`config.mk`:
```
export PLATFORM = sky130hd
export DESIGN_NAME = wb_cmd_master
export DESIGN_NICKNAME = d
export VERILOG_FILES = /design/src/rtl/wb_cmd_master_pkg.sv /design/src/rtl/wbm_watchdog.sv /design/src/rtl/wb_cmd_master.sv
export SDC_FILE = /design/constraint.sdc
export NUM_CORES = 1
export LEC_CHECK = 0
export ABC_AREA = 1
export BUFFER_PORTS_ARGS = -buffer_cell sky130_fd_sc_hd__buf_2
export CAP_MARGIN = 10
export CORE_ASPECT_RATIO = 1.4
export CORE_MARGIN = 2
export CORE_UTILIZATION = 52
export DETAILED_ROUTE_END_ITERATION = 6
export GPL_TIMING_DRIVEN = 0
export PLACE_DENSITY = 0.85
export SETUP_SLACK_MARGIN = 0.1
export SLEW_MARGIN = 20
export SYNTH_ARGS = -nofsm -noshare
export SYNTH_HDL_FRONTEND = slang
export SYNTH_SLANG_ARGS = --single-unit
```
`constraint.sdc`:
```
create_clock -name sys_clk -period 2.55 [get_ports sys_clk]
set_input_delay 0.255 -clock sys_clk [delete_from_list [all_inputs] [get_ports sys_clk]]
set_output_delay 0.255 -clock sys_clk [all_outputs]
set_load 0.02 [all_outputs]
```
`src/rtl/wb_cmd_master_pkg.sv`:
```
// Shared definitions for the Wishbone command master: FSM state encoding,
// response status codes and the registered request bundle.
package wb_cmd_master_pkg;

  // FSM state encoding (plain constants so older tools can consume them)
  localparam logic [1:0] S_IDLE       = 2'd0;
  localparam logic [1:0] S_BUS        = 2'd1;
  localparam logic [1:0] S_RETRY_WAIT = 2'd2;
  localparam logic [1:0] S_RESP       = 2'd3;

  // Response status codes reported on rsp_status
  localparam logic [1:0] ST_OK              = 2'b00;
  localparam logic [1:0] ST_ERR             = 2'b01;
  localparam logic [1:0] ST_TIMEOUT         = 2'b10;
  localparam logic [1:0] ST_RETRY_EXHAUSTED = 2'b11;

  // Width of the per-transfer wait counter
  localparam int WAIT_CNT_W = 16;

  // Classic (single) Wishbone cycle type identifier
  localparam logic [2:0] CTI_CLASSIC = 3'b000;

  // Request fields held stable on the bus for the whole transfer
  typedef struct packed {
    logic [31:0] adr;
    logic [31:0] dat;
    logic [3:0]  sel;
    logic        we;
  } wb_req_t;

endpackage

```
`src/rtl/wbm_watchdog.sv`:
```
// Wait-cycle watchdog for the Wishbone command master. Counts cycles while
// enabled, restarts from zero whenever cleared, and flags the cycle in which
// the count reaches TIMEOUT-1 so the master can abort the transfer.
module wbm_watchdog
  import wb_cmd_master_pkg::*;
#(
  parameter int TIMEOUT = 256
) (
  input  logic clk_i,
  input  logic rst_ni,
  input  logic clear_i,
  input  logic enable_i,
  output logic expire_o
);

  localparam logic [WAIT_CNT_W-1:0] LAST_CNT = WAIT_CNT_W'(TIMEOUT - 1);

  logic [WAIT_CNT_W-1:0] cnt_q, cnt_d;

  // Next count: clear has priority so every bus entry starts from zero
  always_comb begin
    cnt_d = cnt_q;
    if (clear_i) begin
      cnt_d = '0;
    end else if (enable_i) begin
      cnt_d = cnt_q + WAIT_CNT_W'(1);
    end
  end

  // Counter register, zeroed immediately by reset
  always_ff @(posedge clk_i or negedge rst_ni) begin
    if (!rst_ni) begin
      cnt_q <= '0;
    end else begin
      cnt_q <= cnt_d;
    end
  end

  // Expiry only counts while the bus phase is actually running
  assign expire_o = enable_i && !clear_i && (cnt_q == LAST_CNT);

endmodule

```
`src/rtl/wb_cmd_master.sv`:
```
// Wishbone classic-cycle command master. Accepts one command at a time on a
// valid/ready port, runs a single Wishbone transfer (with a wait watchdog and
// optional re-issue on RTY) and returns data plus status on a response port.
// Optional feature macro: WB_CMD_MASTER_RETRY_EN -- when defined, RTY causes a
// one-cycle back-off and a re-issue (up to RETRY_MAX times); when undefined,
// RTY terminates the command with status ERR.
module wb_cmd_master
  import wb_cmd_master_pkg::*;
#(
  parameter int TIMEOUT   = 256,
  parameter int RETRY_MAX = 3
) (
  input  logic        sys_clk,
  input  logic        sys_rst_n,
  // command port
  input  logic        cmd_valid,
  output logic        cmd_ready,
  input  logic [31:0] cmd_adr,
  input  logic [31:0] cmd_dat,
  input  logic [3:0]  cmd_sel,
  input  logic        cmd_we,
  // response port
  output logic        rsp_valid,
  input  logic        rsp_ready,
  output logic [31:0] rsp_dat,
  output logic [1:0]  rsp_status,
  // Wishbone master port
  output logic [31:0] wb_adr_o,
  output logic [31:0] wb_dat_o,
  output logic [3:0]  wb_sel_o,
  output logic        wb_we_o,
  output logic        wb_cyc_o,
  output logic        wb_stb_o,
  output logic [2:0]  wb_cti_o,
  input  logic [31:0] wb_dat_i,
  input  logic        wb_ack_i,
  input  logic        wb_err_i,
  input  logic        wb_rty_i
);

  logic [1:0]  state_q, state_d;
  wb_req_t     req_q, req_d;
  logic [31:0] rsp_dat_q, rsp_dat_d;
  logic [1:0]  rsp_status_q, rsp_status_d;
  logic        alive_q;
  logic        in_bus;
  logic        wd_expire;

  assign in_bus = (state_q == S_BUS);

`ifdef WB_CMD_MASTER_RETRY_EN
  localparam int RETRY_W = (RETRY_MAX < 1) ? 1 : $clog2(RETRY_MAX + 1);

  logic [RETRY_W-1:0] retry_q, retry_d;
  logic               retry_left;

  assign retry_left = ({{(32 - RETRY_W){1'b0}}, retry_q} < RETRY_MAX);
`else
  // Retry limit has no meaning when RTY is handled as an error
  logic unused_retry_max;
  assign unused_retry_max = (RETRY_MAX != 0);
`endif

  // The watchdog is held at zero outside BUS, so every entry into BUS
  // (first issue or re-issue) restarts the wait count.
  wbm_watchdog #(
    .TIMEOUT (TIMEOUT)
  ) u_watchdog (
    .clk_i    (sys_clk),
    .rst_ni   (sys_rst_n),
    .clear_i  (!in_bus),
    .enable_i (in_bus),
    .expire_o (wd_expire)
  );

  // Transfer sequencing: accept, run bus phase, resolve termination, respond
  always_comb begin
    state_d      = state_q;
    req_d        = req_q;
    rsp_dat_d    = rsp_dat_q;
    rsp_status_d = rsp_status_q;
`ifdef WB_CMD_MASTER_RETRY_EN
    retry_d      = retry_q;
`endif
    case (state_q)
      S_IDLE: begin
        if (cmd_valid && cmd_ready) begin
          req_d.adr = cmd_adr;
          req_d.dat = cmd_dat;
          req_d.sel = cmd_sel;
          req_d.we  = cmd_we;
`ifdef WB_CMD_MASTER_RETRY_EN
          retry_d   = '0;
`endif
          state_d   = S_BUS;
        end
      end
      S_BUS: begin
        // Terminations beat the watchdog; among them err > ack > rty
        if (wb_err_i) begin
          rsp_dat_d    = '0;
          rsp_status_d = ST_ERR;
          state_d      = S_RESP;
        end else if (wb_ack_i) begin
          rsp_dat_d    = req_q.we ? 32'h0 : wb_dat_i;
          rsp_status_d = ST_OK;
          state_d      = S_RESP;
        end else if (wb_rty_i) begin
`ifdef WB_CMD_MASTER_RETRY_EN
          if (retry_left) begin
            retry_d = retry_q + RETRY_W'(1);
            state_d = S_RETRY_WAIT;
          end else begin
            rsp_dat_d    = '0;
            rsp_status_d = ST_RETRY_EXHAUSTED;
            state_d      = S_RESP;
          end
`else
          rsp_dat_d    = '0;
          rsp_status_d = ST_ERR;
          state_d      = S_RESP;
`endif
        end else if (wd_expire) begin
          rsp_dat_d    = '0;
          rsp_status_d = ST_TIMEOUT;
          state_d      = S_RESP;
        end
      end
`ifdef WB_CMD_MASTER_RETRY_EN
      S_RETRY_WAIT: begin
        // One idle cycle with cyc/stb low, then re-issue the same request
        state_d = S_BUS;
      end
`endif
      S_RESP: begin
        if (rsp_ready) begin
          state_d = S_IDLE;
        end
      end
      default: begin
        state_d = S_IDLE;
      end
    endcase
  end

  // State, request and response registers; reset abandons any transfer
  always_ff @(posedge sys_clk or negedge sys_rst_n) begin
    if (!sys_rst_n) begin
      state_q      <= S_IDLE;
      req_q        <= '0;
      rsp_dat_q    <= '0;
      rsp_status_q <= ST_OK;
      alive_q      <= 1'b0;
    end else begin
      state_q      <= state_d;
      req_q        <= req_d;
      rsp_dat_q    <= rsp_dat_d;
      rsp_status_q <= rsp_status_d;
      alive_q      <= 1'b1;
    end
  end

`ifdef WB_CMD_MASTER_RETRY_EN
  // Re-issue counter, cleared when a new command is accepted
  always_ff @(posedge sys_clk or negedge sys_rst_n) begin
    if (!sys_rst_n) begin
      retry_q <= '0;
    end else begin
      retry_q <= retry_d;
    end
  end
`endif

  // cmd_ready is held low during reset and rises on the first edge after it
  assign cmd_ready  = alive_q && (state_q == S_IDLE);
  assign rsp_valid  = (state_q == S_RESP);
  assign rsp_dat    = rsp_dat_q;
  assign rsp_status = rsp_status_q;

  // cyc/stb decode straight from the state register so reset drops them
  // at once and they fall in the cycle after any sampled termination
  assign wb_cyc_o = in_bus;
  assign wb_stb_o = in_bus;
  assign wb_adr_o = req_q.adr;
  assign wb_dat_o = req_q.dat;
  assign wb_sel_o = req_q.sel;
  assign wb_we_o  = req_q.we;
  assign wb_cti_o = CTI_CLASSIC;

endmodule

```
Word level (Yosys, flattened, before mapping) --
Index checks and enable logic that the tools add are counted.
Operators by class: shift operators 0, multiply operators 0, equal/unequal tests 6, add/subtract/negate cells 1, reductions and logical operators 8, mux-type cells 17, bitwise operators 0, magnitude comparators 0, div/mod/pow operators 0
Operators by type and width (number):
- 32-bit two-way mux | 5
- 2-bit two-way mux | 10
- 16-bit by 1-bit adder with 16-bit output, second input constant | 1
- 16-bit by 8-bit == test with 1-bit output, second input constant | 1
- 16-bit two-way mux | 1
- 2-bit case mux with 3 select lines | 1
- 5-bit by 1-bit != test with 1-bit output, second input constant | 1
- 2-bit AND reduction | 2
- 4-bit nonzero test | 1
- 1-bit logical AND | 3
- 3-bit AND reduction | 1
- 2-bit by 1-bit == test with 1-bit output, second input constant | 1
- 2-bit == test, second input constant | 1
- 2-bit zero test | 1
- 2-bit by 1-bit != test with 1-bit output, second input constant | 1
- 2-bit != test, second input constant | 1
Storage, ports and cells: logic and storage cells 41, bits in latches 0, RAM bits 0, output and inout port bits 110, bits in read-only memories 0, memories 0, bits in registers 122

Logic depth before layout (Yosys ltp) --
depth after elaboration 7, depth in mapped cells 11, mapped depth without buffers 10

Modules after synthesis --
Synthesis repeated with hierarchy kept, for this count alone.
Unflattened totals: cells, all modules 681, area, all modules 5546.6 sq um
Modules (own cells, without submodules):
- wb_cmd_master | cells each 557, instances 1, area each 4619.4 sq um, seq. area each 2652.5 sq um
- wbm_watchdog | cells each 124, instances 1, area each 927.1 sq um, seq. area each 400.4 sq um

Least setup slack after synthesis --
No wires, ideal clock.
path type register -> register, from reg u_watchdog.cnt_q[0], to reg rsp_dat_q[10] (netlist: rsp_dat[10]), clock period less this slack 1.437 ns, slack 1.113 ns, arrival time 1.319 ns, required time 2.432 ns, buffers on the path 2, cell stages (with the launch flop) 11, path through dfrtp_1 > ha_1 > nand2_2 > inv_2 > nand2_1 > nor2_4 > nand3_4 > buf_6 > buf_6 > nand3_2 > nand2_1
Between the ends: word-level cells in the longest chain between the ends 4
RTL lines:
- start, declared | line wbm_watchdog.sv:18 | logic [WAIT_CNT_W-1:0] cnt_q, cnt_d;
- start signal, assigned | line wbm_watchdog.sv:35 | cnt_q <= cnt_d;
- 16-bit by 8-bit == test with 1-bit output | line wbm_watchdog.sv:40 | assign expire_o = enable_i && !clear_i && (cnt_q == LAST_CNT);
- 1-bit logical AND | line wbm_watchdog.sv:40
- 4-bit nonzero test (no line)
- 2-bit AND reduction (no line)
- end signal, assigned | line wb_cmd_master.sv:157 | rsp_dat_q <= rsp_dat_d;
- end, declared | line wb_cmd_master.sv:43 | logic [31:0] rsp_dat_q, rsp_dat_d;
No other way between the ends. A chain may end at the register's enable or synchronous reset.

Final worst setup path --
from reg state_q[1], to out wb_stb_o
Between the ends: word-level cells in the longest chain between the ends 1
RTL lines:
- start, declared | line wb_cmd_master.sv:41 | logic [1:0] state_q, state_d;
- start signal, assigned | line wb_cmd_master.sv:155 | state_q <= state_d;
- 2-bit by 1-bit == test with 1-bit output | line wb_cmd_master.sv:49 | assign in_bus = (state_q == S_BUS);
- end, declared | line wb_cmd_master.sv:33 | output logic wb_stb_o,
No other way between the ends.

==> results.md <==
* Residual DRC at 0
* Sequential fraction of the synthesis area at 57.3%
* I/O pins at ~220
* GR Util All Layers at 24.1%
* Leakage at approximately 3.8 nW
* Max-cap violation count at 0
* Drt first pass iters at 4
* Global route overflow at 0
* Nets at 795
* DP Cell Count at 801
* Diode count at 0
* Final cell count without fillers at 834
* Hold path depth at 3
* Layout Area Growth over Synthesis at 36.8%
* Total CTS buffers at 17
* Max VDD drop at 0.000979 V
* CP startpoint kind: register
* WL final at 13,000 um
* Fin. Hold Viols at 0
* DP HPWL at approximately 9700 um
* Root buffer cell: clkbuf_16
* CTS tree: built
* Worst path cell trace: inv_1 > nand2_4 > inv_2 > buf_2 > buf_4 > buf_2
* H-tree levels at 4
* R2r startpoint: u_watchdog.cnt_q[0]
* Fin crit period at 1.94 ns
* Worst hold-check path type: in2reg
* Crit path top cell by count: buf_2
* Layout cell share with drive strength beyond 1 at 54.4%
* Mean Syn Cell Area at 11.9 sq um
* Worst hold slack at 0.0730 ns
* WP data required at 2.30 ns
* Reg2Reg Depth at 10
* Port bufs at 214
* Yosys Warn Count at 0
* First-pass GRT wire length at 20,400 um
* FP Rows at 43
* Core box area at 9950 sq um
* Power per cell area at around 1300 nW/um^2
* Die area at 11,100 sq um
* Via-to-Cell Ratio at 5.07
* Initial Util at 53.5%
* Critical Path AT at roughly 1.7 ns
* PostCTS Resize Cnt at 0
* Synth unique cells at 30
* Design Power at 9.34 mW
* Initial antenna violation count at 0
* Tcrit/Tclk final at roughly three quarters
* Mapped Area at between 5000 and 6000 sq um
* Vias in the first global route at between 4,000 and 5,000
* Crit end category: output pin
* Hold_sp: wb_dat_i[20]
* Setup total negative slack at 0 ns
* Fillers at 714
* DR iter-0 viols at 199
* CP max stage delay at approximately 0.42 ns
* Routed Antenna Nets at 0
* Mapped Cells at 449
* Clock Skews at about 0.0074 ns
* RSZ-0062 raised after global routing: false
* Clk buf depth at 2
* CP Launch Point: state_q[1]
* Outcome: finished, final reports clean
* Seq cells post-synth at roughly 120
* Clk pin slew, worst setup/hold paths at about 0.060 ns
* Maximum net fanout on the critical path at 11
* Die Height at 124 um
* Vias at 4,228
* Avg WL per Cell at between 15 and 20 um
* Largest net degree at the start of global routing at 74
* Clock Latency Late Sink at about 0.4 ns
* Setup CP Type: reg2out
* Chip width at 89.5 um
* Final Setup Violations at 0
* Fmax at approximately 510 MHz
* Final GP Congestion at 0.873
* CTS Sinks at 122
* Slowest stage cell, crit path: dfrtp_1
* Fin. max-slew vios at 0
-- registers in the layout, indices dropped and copies added (netlist names) --
register and cells:
wb_sel_o 4, wb_adr_o 32, u_watchdog.cnt_q 16, state_q 2, wb_dat_o 32, wb_we_o 1, rsp_status 2, rsp_dat 32
alive_q 1
-- placed cells by master (no fill, tap or decap), types with 9 or more instances in the layout --
cell type,count
nand3_2,29
dfrtp_1,122
inv_1,20
buf_6,12
nand3_1,48
buf_4,10
clkbuf_16,17
buf_2,214
nand2_1,66
mux2_4,9
mux2_2,60
nor2_1,30
-- routing by layer --
metal	vias up	track usage (%)	wire length [um]	part of all wire, %
met2	184	42.7	6980	54
met4	0	8.21	199	1.5
li1	1968	-	-	-
met3	15	7.89	942	7.3
met5	-	0	0	0
met1	2061	26.8	4860	37
-- final timing paths --
path / to / slack (ns)
hold / removal: rsp_dat[20] / 0.07
setup / recovery: wb_stb_o / 0.61
setup reg to reg: rsp_dat[4] / 0.93
min in group asynchronous: wb_dat_o[31] / 0.36
hold reg to reg: u_watchdog.cnt_q[0] / 0.49
max in group asynchronous: state_q[0] / 1.49
-- Yosys cell counts, drive strengths merged --
master	count	share of area, %
inv	22	1.6
nand3	79	11
xor2	1	0.16
nor3b	1	0.14
nand2	70	5.4
buf	22	3.8
conb	2	0.14
o21a	1	0.14
clkbuf	3	0.21
nor2	34	2.8
dfrtp	122	57
or2	3	0.35
nor3	5	0.47
and3	1	0.12
a21oi	6	0.56
o21ai	5	0.47
nand4	2	0.23
mux2	69	15
ha	1	0.23
-- area by class of cell --
| class | count | area, sq um | share of cell area, % |
|---|---|---|---|
| clock buffers | 19 | 453 | 6.22 |
| clock inverters | 13 | 214 | 2.94 |
| repair buffers | 216 | 1110 | 15.3 |
| multi-input cells | 282 | 1980 | 27.2 |
| flip-flops and latches | 122 | 3050 | 41.9 |
| well taps | 135 | 169 | 2.32 |
| plain buffers | 25 | 215 | 2.96 |
| inverters | 22 | 82.6 | 1.13 |
-- per-stage QoR --
step | util [%] | worst slack, ns | instance area, sq um
6_report | 73.2 | 0.607 | 7280
5_1_grt | 73.2 | 0.510 | 7280
4_1_cts | 73.2 | 0.574 | 7280
3_5_place_dp | 66.4 | 0.925 | 6610
3_3_place_gp | 66.0 | -0.210 | 6570
2_1_floorplan | - | 1.11 | 5330
-- kinds of logic after synthesis --
logic type               share of synthesized area (%)
adder cells (fa/ha/maj)                          0.235
multiplexers                                      15.2
AND/OR/NAND/NOR                                   20.1
buffers and inverters                             5.59
AO/OA/AOI/OAI                                     1.18
other                                            0.141
flip-flops                                        57.3
XOR/XNOR                                         0.165
-- power breakdown --
| part | total, mW | switching, mW | internal [mW] |
|---|---|---|---|
| Sequential | 3.16 | 0.456 | 2.70 |
| Combinational | 3.50 | 2.09 | 1.41 |
| Clock | 2.68 | 0.884 | 1.80 |
-- worst max-delay path: cells and delay by family (launching register included) --
family / cells / cell delay [ns]
flops: 1 / 0.42
simple gates: 1 / 0.11
buf+inv: 5 / 0.76
-- what timing repair did --
item | in CTS | in global routing
hold endpoints to repair | 49 | 0
hold buffers | 1 | 0
setup buffers | 0 | 0
Power figures use the tool's default switching activity.
